[src/rtl/knap_pkg.sv]
// Shared types and sizing helpers for the knapsack subset enumerator.
package knap_pkg;

  localparam int N_ITEMS_DEFAULT    = 21;
  localparam int FIFO_DEPTH_DEFAULT = 8;

  typedef enum logic [0:0] {
    IDLE = 1'b0,
    RUN  = 1'b1
  } state_e;

  // Occupancy needs one bit more than the pointers so that "full" is representable.
  function automatic int level_w(input int depth);
    return $clog2(depth) + 1;
  endfunction

endpackage

[src/rtl/knap_sol_fifo.sv]
// First-word-fall-through FIFO buffering feasible selection vectors.
module knap_sol_fifo
  import knap_pkg::*;
#(
  parameter int WIDTH = N_ITEMS_DEFAULT,
  parameter int DEPTH = FIFO_DEPTH_DEFAULT
) (
  input  logic                        clk,
  input  logic                        rst,
  input  logic                        push,
  input  logic [WIDTH-1:0]            wdata,
  input  logic                        pop,
  output logic [WIDTH-1:0]            rdata,
  output logic                        full,
  output logic                        empty,
  output logic [level_w(DEPTH)-1:0]   level
);

  localparam int AW = $clog2(DEPTH);
  localparam int LW = level_w(DEPTH);

  logic [WIDTH-1:0] mem [DEPTH];
  logic [AW-1:0]    wptr;
  logic [AW-1:0]    rptr;
  logic             do_push;
  logic             do_pop;

  assign full    = (level == LW'(DEPTH));
  assign empty   = (level == '0);
  assign rdata   = mem[rptr];
  assign do_pop  = pop & ~empty;
  // A pop in the same cycle frees the slot, so a push at full is still accepted.
  assign do_push = push & (~full | do_pop);

  always_ff @(posedge clk or posedge rst) begin
    if (rst) begin
      wptr  <= '0;
      rptr  <= '0;
      level <= '0;
    end else begin
      if (do_push) wptr <= wptr + AW'(1);
      if (do_pop)  rptr <= rptr + AW'(1);
      case ({do_push, do_pop})
        2'b10:   level <= level + LW'(1);
        2'b01:   level <= level - LW'(1);
        default: level <= level;
      endcase
    end
  end

  // Storage carries data only; occupancy alone decides what is valid.
  always_ff @(posedge clk) begin
    if (do_push) mem[wptr] <= wdata;
  end

endmodule

[src/rtl/knap_enum_ctrl.sv]
// Enumerates every item subset on the oracle select lines, counts feasible
// ones and streams them out through a small solution FIFO.
module knap_enum_ctrl
  import knap_pkg::*;
#(
  parameter int N_ITEMS    = N_ITEMS_DEFAULT,
  parameter int FIFO_DEPTH = FIFO_DEPTH_DEFAULT,
  parameter int CNT_W      = N_ITEMS + 1
) (
  input  logic                            clk,
  input  logic                            rst,
  input  logic                            start,
  output logic                            busy,
  output logic                            done,
  output logic [N_ITEMS-1:0]              cand,
  input  logic                            oracle_valid,
  output logic [CNT_W-1:0]                sol_count,
  output logic                            sol_valid,
  input  logic                            sol_ready,
  output logic [N_ITEMS-1:0]              sol_data,
  output logic [level_w(FIFO_DEPTH)-1:0]  fifo_level
);

  localparam logic [0:0] S_IDLE = 1'(IDLE);
  localparam logic [0:0] S_RUN  = 1'(RUN);

  logic [0:0] state;
  logic       running;
  logic       last;
  logic       full;
  logic       empty;
  logic       pop;
  logic       push_req;
  logic       stall;
  logic       push;

  assign running  = (state == S_RUN);
  assign busy     = running;
  assign last     = (cand == '1);
  assign sol_valid = ~empty;
  assign pop      = sol_valid & sol_ready;
  assign push_req = running & oracle_valid;
  assign stall    = push_req & full & ~pop;
  assign push     = push_req & ~stall;

  always_ff @(posedge clk or posedge rst) begin
    if (rst) begin
      state     <= S_IDLE;
      cand      <= '0;
      sol_count <= '0;
      done      <= 1'b0;
    end else begin
      done <= 1'b0;
      case (state)
        S_IDLE: begin
          // The done cycle still belongs to the finished sweep, so start is ignored there.
          if (start && !done) begin
            state     <= S_RUN;
            cand      <= '0;
            sol_count <= '0;
          end
        end
        S_RUN: begin
          if (!stall) begin
            if (oracle_valid) sol_count <= sol_count + CNT_W'(1);
            if (last) begin
              state <= S_IDLE;
              done  <= 1'b1;
            end else begin
              cand <= cand + N_ITEMS'(1);
            end
          end
        end
        default: state <= S_IDLE;
      endcase
    end
  end

  knap_sol_fifo #(
    .WIDTH (N_ITEMS),
    .DEPTH (FIFO_DEPTH)
  ) u_fifo (
    .clk   (clk),
    .rst   (rst),
    .push  (push),
    .wdata (cand),
    .pop   (pop),
    .rdata (sol_data),
    .full  (full),
    .empty (empty),
    .level (fifo_level)
  );

endmodule

[config.mk]
export PLATFORM = sky130hd
export DESIGN_NAME = knap_enum_ctrl
export DESIGN_NICKNAME = d
export VERILOG_FILES = /design/src/rtl/knap_pkg.sv /design/src/rtl/knap_sol_fifo.sv /design/src/rtl/knap_enum_ctrl.sv
export SDC_FILE = /design/constraint.sdc
export NUM_CORES = 1
export LEC_CHECK = 0
export ABC_AREA = 1
export CAP_MARGIN = 10
export CORE_UTILIZATION = 40
export DETAILED_ROUTE_END_ITERATION = 8
export PLACE_DENSITY_LB_ADDON = 0.25
export REMOVE_ABC_BUFFERS = 1
export SLEW_MARGIN = 5
export SYNTH_ARGS = -nofsm -noshare
export SYNTH_HDL_FRONTEND = slang
export SYNTH_SLANG_ARGS = --single-unit
[constraint.sdc]
create_clock -name clk -period 3.65 [get_ports clk]
set_clock_uncertainty 0.15 [all_clocks]
set_input_delay 0.73 -clock clk [delete_from_list [all_inputs] [get_ports clk]]
set_output_delay 0.73 -clock clk [all_outputs]
set_load 0.01 [all_outputs]
---- Yosys cells after proc, flatten, opt, wreduce, memory -nomap -nowiden ----
Memories as Yosys holds them, arrays and structs flattened.
Cells that the tools add are included.
cells by class
  order comparisons ....................... 0
  $mul .................................... 0
  divide/modulo/power cells ............... 0
  shift operators ......................... 0
  reductions and logical operators ........ 6
  $add $sub $neg .......................... 6
  bitwise operators ....................... 13
  eq/ne operators ......................... 8
  mux-type cells .......................... 18
operators by type and width
  operator                                                             count
  22-bit 2-to-1 mux                                                    3
  21-bit 2-to-1 mux                                                    3
  22-bit one-hot mux with 2 select lines                               1
  21-bit one-hot mux with 2 select lines                               1
  22-bit by 1-bit adder with 22-bit output (second input constant)     1
  21-bit by 1-bit adder with 21-bit output (second input constant)     1
  21-bit == test (second input constant)                               1
  1-bit 2-to-1 mux                                                     8
  2-bit != test (second input constant)                                4
  4-bit one-hot mux with 2 select lines                                1
  1-bit bitwise AND                                                    7
  3-bit by 1-bit adder with 3-bit output (second input constant)       2
  3-bit AND reduction                                                  2
  1-bit NOT                                                            5
  4-bit by 1-bit adder with 4-bit output (second input constant)       1
  4-bit == test (second input constant)                                1
  4-bit logical NOT                                                    1
  4-bit by 1-bit subtractor with 4-bit output (second input constant)  1
  2-bit by 1-bit == test with 1-bit output (second input constant)     1
  2-bit == test (second input constant)                                1
  1-bit one-hot mux with 2 select lines                                1
  2-bit nonzero test                                                   1
  1-bit logical AND                                                    1
  1-bit logical NOT                                                    1
  1-bit bitwise OR                                                     1
word-level totals
  bits of input ports ..................... 5
  memories ................................ 1
  flip-flop bits (word level) ............. 55
  bits in writable memories ............... 168
  bits in read-only memories .............. 0
  bits in latches ......................... 0
  output and inout bits ................... 71
  word-level logic and storage cells ...... 59
memories
  memory      words  width  rd ports  clocked after memory_dff  wr ports  line                 RTL
  u_fifo.mem  8      21     1         0                         1         knap_sol_fifo.sv:22  logic [WIDTH-1:0] mem [DEPTH];

---- Depth between registers and ports, before layout ----
Gate-level depths: netlist of the first run.
  depth after elaboration ................. 10
  depth in mapped cells ................... 12
  gate-level depth less buffers ........... 12

---- Modules after synthesis ----
From an unflattened synthesis of the first run, not the netlist that was laid out.
second synthesis, totals
  cell total of the unflattened synthesis .. 949
  area, all modules ....................... 10105.9 um^2
by module, submodules not included
  module          area an instance (um^2)  cells an instance  seq. area each (um^2)  instances
  knap_sol_fifo   7201.9                   546                5295.1                 1
  knap_enum_ctrl  2904.0                   403                1126.1                 1

---- Worst setup path after synthesis of the first run ----
No wires, ideal clock.
  path kind ............................... input port to flip-flop
  from .................................... input sol_ready
  to ...................................... memory u_fifo.mem[1][0] (netlist name), enable pin
  setup time .............................. 0.399 ns
  arrival time ............................ 2.288 ns
  required time ........................... 3.101 ns
  setup slack ............................. 0.813 ns
  stages on the path ...................... 7
  path buffers ............................ 1
  cell sequence ........................... nor2_1 nand3_1 nand2_2 inv_2 buf_2 nand2_1 nor2_1
between the ends
  word-level cells in the longest chain between the ends .. 8
  elaborated cells on any way between the ends .. 10
  those cells by class .................... mux: 2; bitwise: 8
ends and longest elaborated chain
  what                                      line                  RTL
  start, declared                           knap_enum_ctrl.sv:19  input logic sol_ready,
  1-bit bitwise AND *                       knap_enum_ctrl.sv:41  assign pop = sol_valid & sol_ready;
  1-bit NOT                                 knap_enum_ctrl.sv:43  assign stall = push_req & full & ~pop;
  1-bit bitwise AND                         knap_enum_ctrl.sv:43
  1-bit NOT                                 knap_enum_ctrl.sv:44  assign push = push_req & ~stall;
  1-bit bitwise AND                         knap_enum_ctrl.sv:44
  1-bit bitwise AND *                       knap_sol_fifo.sv:33   assign do_push = push & (~full | do_pop);
  1-bit 2-to-1 mux *                        knap_sol_fifo.sv:53   if (do_push) mem[wptr] <= wdata;
  1-bit 2-to-1 mux (implied by the code) *  knap_sol_fifo.sv:53
  end, declared                             knap_sol_fifo.sv:22
Every way passes the cells marked *; elsewhere a longest branch is shown, timed or not.

---- Worst setup path in the final report of the first run ----
  from .................................... register u_fifo.rptr[0]
  to ...................................... output sol_data[8]
between the ends
  word-level cells in the longest chain between the ends .. 1
ends and longest elaborated chain
  what                    line                  RTL
  start, declared         knap_sol_fifo.sv:24   logic [AW-1:0] rptr;
  start signal, assigned  knap_sol_fifo.sv:42   if (do_pop) rptr <= rptr + AW'(1);
  memory read 8 x 21 bit  --
  end, declared           knap_enum_ctrl.sv:20  output logic [N_ITEMS-1:0] sol_data,
No other way between the ends.

==> results of run 1 <==
## placed cells by master (no fill, tap or decap), types with 2 or more instances in the layout
master and n:
nand2_1 183, nor2_1 180, edfxtp_1 168, clkdlybuf4s50_1 75
o21ai_0 54, dfrtp_1 53, inv_1 46, nand3_1 45
o32ai_1 42, clkbuf_16 25, buf_4 25, o21ai_2 17
nand4_1 13, a21oi_1 13, xor2_1 11, nand2_2 9
nor2_2 9, ha_1 7, clkbuf_1 6, clkinv_1 6
a31oi_1 5, inv_2 4, nor3_1 4, o21bai_1 4
o21ai_1 4, buf_12 4, nor2_4 3, bufinv_16 3
clkinv_2 3, xnor2_1 2
## worst max path at each step
stage                               start           to  slack, ns  depth (start not counted)
2_1_floorplan  u_fifo.rptr[0]$_DFFE_PP0P_  sol_data[0]      0.008                          5
3_5_place_dp   u_fifo.rptr[0]$_DFFE_PP0P_  sol_data[8]       0.63                          7
6_report       u_fifo.rptr[0]$_DFFE_PP0P_  sol_data[8]       0.16                          7
4_1_cts        u_fifo.rptr[0]$_DFFE_PP0P_  sol_data[8]       0.04                          7
3_3_place_gp   u_fifo.rptr[0]$_DFFE_PP0P_  sol_data[5]       0.62                          7
5_1_grt        u_fifo.rptr[0]$_DFFE_PP0P_  sol_data[8]      0.002                          7
## state kept, by name (all words and copies together), names as in the netlist
name / count
u_fifo.rptr: 3
busy: 1
done: 1
cand: 21
u_fifo.mem: 168
sol_count: 22
u_fifo.wptr: 3
u_fifo.level: 4
## area by class of cell
| class | instances | area (um^2) |
|---|---|---|
| flip-flops and latches | 223 | 6430 |
| clock buffers | 31 | 648 |
| inverters | 51 | 194 |
| clock inverters | 13 | 135 |
| well taps | 319 | 399 |
| fillers | 2114 | 11900 |
| multi-input cells | 610 | 3010 |
| repair buffers | 105 | 1050 |
## logic make-up after synthesis
kind of cell,count (synthesis)
flip-flops,223
AO/OA/AOI/OAI,140
XOR/XNOR,13
buffers and inverters,91
AND/OR/NAND/NOR,450
adder cells (fa/ha/maj),7
## layer usage
layer	routed length, um	GRT usage, %
met2	9900	28.9
met5	0	0
met3	1110	3.38
met1	10100	24.6
met4	485	5.22
## worst register-to-register path: stages (launching register included)
cell     delay [ns]
dfrtp_1        0.44
nor2_1         0.17
nand3_1        0.11
nand2_1        0.19
inv_1          0.18
ha_1           0.28
nand2_1        0.10
inv_1          0.05
nor2_1         0.17
ha_1           0.18
a21oi_1        0.05
xor2_1         0.16
o21ai_0        0.17
## power by group through the flow
stage | Sequential [mW] | Combinational, mW | Clock, mW
2_1_floorplan | 3.75 | 1.51 | 0
3_3_place_gp | 3.67 | 3.04 | 0
3_5_place_dp | 3.68 | 3.08 | 0
4_1_cts | 3.63 | 3.09 | 2.46
5_1_grt | 3.69 | 3.40 | 2.56
6_report | 3.63 | 3.04 | 2.41
## per-stage QoR
| stage | hold WS [ns] | util [%] | total power, mW | worst slack (ns) | cells |
|---|---|---|---|---|---|
| 6_report | 0.376 | 49.9 | 9.08 | 0.158 | 1352 |
| 5_1_grt | 0.411 | 49.9 | 9.65 | 0.00192 | 1352 |
| 4_1_cts | 0.377 | 49.9 | 9.17 | 0.0417 | 1352 |
| 3_5_place_dp | 0.363 | 46.6 | 6.75 | 0.625 | 1308 |
| 3_3_place_gp | 0.366 | 46.6 | 6.71 | 0.618 | 1308 |
| 2_1_floorplan | 0.343 | - | 5.26 | 0.00819 | 884 |
==> qor.yml, run 1 <==
critPathMaxStageDelay_ns: 0.60
synth_edf_count: 168
r2r_cells: 12
start_util_pct: 41.3
path_cells: "inv_4, buf_16, nor2_1, o32ai_1, nand2_1, nand2_1, clkdlybuf4s50_1"
synth_area_mm2: 0.00982
synthTopCellsByArea: "edfxtp_1 (51%), dfrtp_1 (14%), nor2_1 (7.2%)"
synth_area_leader_cell: "edfxtp_1"
worstPathArrival_ns: 2.61
p_int_mw: 6.04
drive_gt1_share_pct: 10.6
critPathSlowestCell: "dfrtp_4"
ys_seq_area_share_pct: 65.4
cts.htree.levels: 1
cp_top_family: "buffers and inverters"
muxShareOfSynthArea_pct: 0
clk_pin_slew_worst_paths_ns: 0.06
setup_tns_ns: 0
synth_commonest_cells: "nor2_1 (188), nand2_1 (183), edfxtp_1 (168), dfrtp_1 (55), o21ai_0 (54)"
yosys.cell_types.count: 33
cpMostUsedCell: "nand2_1"
slew_violations: 0
drc_errors: 0
min_period_ns: 3.49
cts_setup_buffers: 0
cts-root-buf: "clkbuf_16"
cts_hold_buf: 0
cts_sinks: 223
synth_cells: 924
p_switching_mw: 3.04
timing.rr.start: "u_fifo.level[0]$_DFFE_PP0P_"
vias: 6829
synth_top_area_share_pct: 51.4
syn_avg_cell_area_um2: 10.6
peakVddDrop_v: 0.000349
area_growth_pct: 20.8
die_y_um: 159
whs_path_depth: 1
antennaDiodeCount: 0
track_usage_pct: 17.9
fp-row-count: 56
synth_most_common_cell: "nor2_1"
power_frac_clock_pct: 26.5
synthFlopType: "edfxtp_1"
final_area_mm2: 0.0119
drt_first_pass_iters: 5
r2r_end: "u_fifo.level[2]$_DFFE_PP0P_"
synth_xor_area_share_pct: 1.16
crit_required_ns: 2.77
wl_um: 21600
core-area_mm2: 0.0238
comb_power_share_pct: 33.5
dp_hpwl_um: 13800
cts_tree: "built"
reg2reg_setup_slack_ns: 1.16
seqPwrFrac_pct: 40.0
drtIter0Drc: 401
antenna_found_initial: 0
maxCapViolCount: 0
io_pins: 76
die_x_um: 159
max_freq_mhz: 286
grt_max_degree: 65
cp-start-kind: "register"
io_buffers: 75
synth_top_family_by_area: "simple AND/OR/NAND/NOR gates"
grt_setup_unrepaired: "no"
synth-compound-area-share_pct: 9.60
ant_nets: 0
postPlaceCellArea_mm2: 0.0111
cts_buffer_depth: 3
dieArea_mm2: 0.0252
crit_fanout: 42
avgRoutedWirePerCell_um: 16.0
hold_violations: 0
min_from: "sol_count[8]$_DFFE_PP0P_"
worstSetupEndpointType: "output pin"
yosys.area_share.simple_pct: 18.9
via_per_inst: 5.05
status: "complete, no violations"
cp_num_buf_inv: 3
critPathKind: "register to output pin"
power.density_mw_per_mm2: 765
async_flop_share_pct: 24.7
tightest_slew_ns: 0.572
grt_overflow: 0
setup_violations: 0
grt_pass1_wl_um: 35000
swShare_pct: 33.5
grt_pass1_vias: 6577
min_path_type: "register to register"
place.gp.congestion: 0.780
yosysWarnings: 0
cts-resized-gates: 0
nNetsFinal: 1028
cts_buffers: 25
power_leakage_nw: 4.54
synth_fa_ha_area_share_pct: 0.892
worstSkewPairLatency_ns: 0.51
finalCritPeriodShare_pct: 95.7
ys_ff_latch: 223
min_to: "sol_count[8]$_DFFE_PP0P_"
slew_headroom_pct: 61.8
No activity file was read; power rests on OpenSTA's default activity.
==> inputs of run 2 (changes only) <==
Settings changed: CTS_CLUSTER_SIZE set to 14.
==> run 2 against run 1 <==
Critical path depth unchanged. Worst setup slack worse by 0.0043 ns. Largest cell class unchanged. Total power up 1.4%. Core utilization up 0.21 points. First-iteration DRC count down 4.2%. Worst hold slack better by 0.0022 ns. Clock power up 5%. Critical path type unchanged. Flip-flop and latch count unchanged. Clock-buffer cell count down 2. Global-route usage up 0.28 points.
==> qor.yml, run 2 (same netlist as run 1, synthesis figures left out) <==
status: "complete, no violations"
peakVddDrop_v: 0.000389
critPathSlowestCell: "dfrtp_4"
fp-row-count: 56
antenna_found_initial: 0
drt_first_pass_iters: 5
crit_required_ns: 2.77
tightest_slew_ns: 0.577
reg2reg_setup_slack_ns: 1.18
grt_max_degree: 65
drc_errors: 0
whs_path_depth: 1
critPathMaxStageDelay_ns: 0.60
cpMostUsedCell: "nand2_1"
vias: 6912
die_y_um: 159
final_common_cell: "nand2_1"
timing.rr.start: "u_fifo.level[0]$_DFFE_PP0P_"
path_cells: "inv_4, buf_12, nor2_1, o32ai_1, nand2_1, nand2_1, clkdlybuf4s50_1"
drtIter0Drc: 384
hold_violations: 0
track_usage_pct: 18.2
setup_violations: 0
top_register: "u_fifo.mem"
fin_cells: 1354
cts_setup_buffers: 0
max_freq_mhz: 286
wl_um: 21700
min_from: "sol_count[8]$_DFFE_PP0P_"
swShare_pct: 33.6
slew_headroom_pct: 61.5
maxCapViolCount: 0
clk_pin_slew_worst_paths_ns: 0.06
via_per_inst: 5.10
fillers: 2102
cts_buffer_depth: 3
place.gp.congestion: 0.780
area_growth_pct: 21.3
final_util_pct: 50.1
min_path_type: "register to register"
top_regs: "u_fifo.mem (168), sol_count (22), cand (21)"
io_buffers: 75
power_frac_clock_pct: 27.6
core-area_mm2: 0.0238
final_cell_mix: "nand2_1 (183), nor2_1 (180), edfxtp_1 (168), clkdlybuf4s50_1 (75), o21ai_0 (54)"
grt_pass1_vias: 6662
cts_buffers: 25
die_x_um: 159
placed_cells: 1308
r2r_cells: 12
grt_pass1_wl_um: 35500
ant_nets: 0
drive_gt1_share_pct: 11.4
worstSetupEndpointType: "output pin"
min_to: "sol_count[8]$_DFFE_PP0P_"
antennaDiodeCount: 0
comb_power_share_pct: 33.0
cts_sinks: 223
worstPathArrival_ns: 2.62
finalCritPeriodShare_pct: 95.8
largest_register_ffs: 168
min_period_ns: 3.50
r2r_end: "u_fifo.level[2]$_DFFE_PP0P_"
cp_num_buf_inv: 3
grt_overflow: 0
critPathKind: "register to output pin"
p_int_mw: 6.11
grt_setup_unrepaired: "no"
dp_hpwl_um: 13800
cts.htree.levels: 1
dieArea_mm2: 0.0252
crit_fanout: 42
io_pins: 76
setup_tns_ns: 0
p_switching_mw: 3.09
cts_tree: "built"
worstSkewPairLatency_ns: 0.52
nNetsFinal: 1028
cp_top_family: "buffers and inverters"
avgRoutedWirePerCell_um: 16.0
slew_violations: 0
cts-root-buf: "clkbuf_16"
start_util_pct: 41.3
power.density_mw_per_mm2: 773
cp-start-kind: "register"
seqPwrFrac_pct: 39.5
power_leakage_nw: 4.56
==> run 2: changes by cell type in the layout (fill, tap and decap cells not counted), moves of 2 or more <==
| cell | previous run | this run |
|---|---|---|
| clkbuf_1 | 6 | 4 |
| clkinv_1 | 6 | 2 |
| clkinv_2 | 3 | 6 |
| clkinv_4 | 0 | 2 |
==> run 2: worst max-delay path by stage <==
stage,end,start,depth (start not counted),slack [ns]
2_1_floorplan,sol_data[0],u_fifo.rptr[0]$_DFFE_PP0P_,5,0.008
3_3_place_gp,sol_data[5],u_fifo.rptr[0]$_DFFE_PP0P_,7,0.62
3_5_place_dp,sol_data[8],u_fifo.rptr[0]$_DFFE_PP0P_,7,0.63
4_1_cts,sol_data[8],u_fifo.rptr[0]$_DFFE_PP0P_,7,0.05
5_1_grt,sol_data[6],u_fifo.rptr[1]$_DFFE_PP0P_,6,0.002
6_report,sol_data[8],u_fifo.rptr[0]$_DFFE_PP0P_,7,0.15
==> run 2: per-layer routing <==
layer / track usage (%) / vias up / routed length (um)
met2: 29.6 / 160 / 10100
li1: - / 3392 / -
met3: 3.70 / 36 / 1130
met1: 24.7 / 3324 / 10000
met5: 0 / - / 0
met4: 5.08 / 0 / 436
==> run 2: power groups by stage <==
| stage | registers [mW] | logic (mW) | clock network [mW] |
|---|---|---|---|
| final | 3.63 | 3.04 | 2.54 |
| after global routing | 3.69 | 3.39 | 2.71 |
| after CTS | 3.63 | 3.09 | 2.59 |
| after detailed placement | 3.68 | 3.08 | 0 |
| after global placement | 3.67 | 3.04 | 0 |
| after floorplan | 3.75 | 1.51 | 0 |
==> run 2: area by class of cell <==
type | count | area, um^2 | area share (%)
Tap cell | 319 | 399 | 3.35
Timing Repair Buffer | 105 | 1040 | 8.72
Inverter | 51 | 194 | 1.63
Multi-Input combinational cell | 610 | 3010 | 25.3
Clock inverter | 17 | 199 | 1.67
Clock buffer | 29 | 641 | 5.38
Sequential cell | 223 | 6430 | 53.9
==> run 2: worst reg2reg max path, cell delays in order (launching register included) <==
cell and delay [ns]:
dfrtp_1 0.44, nor2_1 0.17, nand3_1 0.11, nand2_1 0.19, inv_1 0.18, ha_1 0.27
nand2_1 0.10, inv_1 0.05, nor2_1 0.17, ha_1 0.18, a21oi_1 0.05, xor2_1 0.17
o21ai_0 0.17
==> run 2: metrics by stage <==
stage | setup WS (ns) | hold WS, ns | cell area [um^2] | power [mW]
final | 0.154 | 0.379 | 11900 | 9.20
after global routing | 0.00163 | 0.412 | 11900 | 9.79
after CTS | 0.0487 | 0.378 | 11900 | 9.31
after detailed placement | 0.625 | 0.363 | 11100 | 6.75
after global placement | 0.618 | 0.366 | 11100 | 6.71
after floorplan | 0.00819 | 0.343 | 9610 | 5.26
==> run 2: what timing repair did <==
action | in CTS | in global routing
setup endpoints to repair | 0 | 18
hold buffers | 0 | 0
gates resized for setup | 0 | 3
==> inputs of run 3 (changes only) <==
Settings changed: CTS_CLUSTER_DIAMETER set to 40, PLACE_DENSITY_LB_ADDON 0.25 to not set.
==> run 3 against run 2 <==
Non-clock buffer count stayed put. Critical path depth is 2 lower. Fmax is 1.4% lower. Clock-buffer cell count is 2 higher. Design area is 1.4% higher. Register-to-register slack worse by 0.06 ns. First-iteration DRC count is 23% higher. Worst hold slack better by 0.016 ns. Clock power is 15% higher. Worst setup slack worse by 0.049 ns. Critical endpoint is now sol_data[20]. Highest routed layer unchanged.
==> qor.yml, run 3 (same netlist as run 1, synthesis figures left out) <==
status: "complete, no violations"
crit_fanout: 40
antenna_found_initial: 0
critPathMaxStageDelay_ns: 0.65
wl_um: 22800
cp-start-kind: "register"
nNetsFinal: 1033
hold_violations: 0
worstSetupEndpointType: "output pin"
die_x_um: 159
via_per_inst: 5.16
ant_nets: 0
clk_pin_slew_worst_paths_ns: 0.06
track_usage_pct: 18.7
fin_cells: 1364
vias: 7035
finalCritPeriodShare_pct: 97.1
avgRoutedWirePerCell_um: 16.7
crit_start: "u_fifo.rptr[1]$_DFFE_PP0P_"
cts_hold_buf: 0
slew_violations: 0
path_cells: "buf_4, o32ai_1, nand2_1, nand2_1, clkdlybuf4s50_1"
min_path_type: "register to register"
cts_buffers: 30
grt_max_degree: 86
drt_first_pass_iters: 5
setup_violations: 0
power.density_mw_per_mm2: 797
grt_overflow: 0
cts-root-buf: "clkbuf_16"
io_pins: 76
r2r_end: "cand[5]$_DFFE_PP0P_"
min_to: "sol_count[21]$_DFFE_PP0P_"
crit_required_ns: 2.77
dpl_worst_slack_ns: 0.583
drtIter0Drc: 474
cp_top_family: "buffers and inverters"
fp-row-count: 56
largest_register_ffs: 168
cts_tree: "built"
worstPathArrival_ns: 2.67
cts_sinks: 223
timing.rr.start: "cand[1]$_DFFE_PP0P_"
critPathKind: "register to output pin"
slew_headroom_pct: 49.7
io_buffers: 75
peakVddDrop_v: 0.000478
hold_slack_ns: 0.395
max_freq_mhz: 282
final_common_cell: "nand2_1"
grt_setup_unrepaired: "no"
power_leakage_nw: 4.64
critPathSlowestCell: "dfrtp_4"
final_util_pct: 50.8
area_growth_pct: 23.0
setup_slack_ns: 0.104
r2r_cells: 10
cts.htree.levels: 1
maxCapViolCount: 0
place.gp.congestion: 0.782
cp_num_buf_inv: 2
placed_cells: 1308
layout.area.seq_mm2: 0.00643
cpMostUsedCell: "nand2_1"
drive_gt1_share_pct: 12.5
start_util_pct: 41.3
setup_tns_ns: 0
die_y_um: 159
reg2reg_setup_slack_ns: 1.12
grt_pass1_wl_um: 36100
drc_errors: 0
cts_buffer_depth: 3
top_register: "u_fifo.mem"
min_period_ns: 3.55
tightest_slew_ns: 0.754
top_regs: "u_fifo.mem (168), sol_count (22), cand (21)"
whs_path_depth: 2
fillers: 2070
worstSkewPairLatency_ns: 0.56
grt_pass1_vias: 6579
core-area_mm2: 0.0238
dp_hpwl_um: 13800
final_cell_mix: "nand2_1 (183), nor2_1 (180), edfxtp_1 (168), clkdlybuf4s50_1 (75), o21ai_0 (54)"
min_from: "sol_count[21]$_DFFE_PP0P_"
multi_input_area_mm2: 0.00301
antennaDiodeCount: 0
dieArea_mm2: 0.0252
[run 3: cell types whose count changed in the layout (fill, tap and decap cells not counted), moves of 3 or more]
cell	delta
inv_6	+9
clkinv_2	-5
clkbuf_1	-3
clkbuf_16	+5
[run 3: where the power goes]
part	leakage, nW	switching (mW)	internal, mW
clock network	0.488	1.22	1.71
logic	1.88	1.74	1.31
registers	2.27	0.398	3.25
[run 3: through the flow]
stage / cell area [um^2] / power (mW)
finish: 12100 / 9.62
floorplan: 9610 / 5.26
detailed placement: 11000 / 6.77
global route: 12100 / 10.2
global placement: 11000 / 6.74
CTS: 12100 / 9.71
[run 3: repair_timing]
item,in CTS,in global routing
gates resized for setup,0,2
endpoints found under the setup margin,0,14
setup buffers,0,0
[run 3: layer usage]
metal  wire length (um)  global-route usage [%]
met5                  0                       0
met4                382                    4.26
met3               1390                    3.35
met2              10400                    29.7
met1              10600                    26.8
[run 3: how the worst max path moves through the flow]
| stage | endpoint | slack, ns | depth (start not counted) |
|---|---|---|---|
| after floorplan | sol_data[0] | 0.008 | 5 |
| after global placement | u_fifo.mem[5][17]$_DFFE_PP_ | 0.60 | 8 |
| after detailed placement | u_fifo.mem[5][17]$_DFFE_PP_ | 0.58 | 8 |
| after CTS | sol_data[4] | 0.05 | 6 |
| after global routing | sol_data[20] | 0.008 | 5 |
| final | sol_data[20] | 0.10 | 5 |
[run 3: worst min-delay path, delay by kind of cell, from the launching register on]
family / cells / cell delay (ns)
simple gates: 1 / 0.08
compound gates: 1 / 0.05
flops: 1 / 0.37
[run 3: final cells by class]
type | instances | share of cell area (%)
Timing Repair Buffer | 105 | 8.39
Clock buffer | 31 | 6.25
Multi-Input combinational cell | 610 | 25.0
Tap cell | 319 | 3.31
Inverter | 51 | 1.60
Clock inverter | 25 | 2.26
Sequential cell | 223 | 53.2
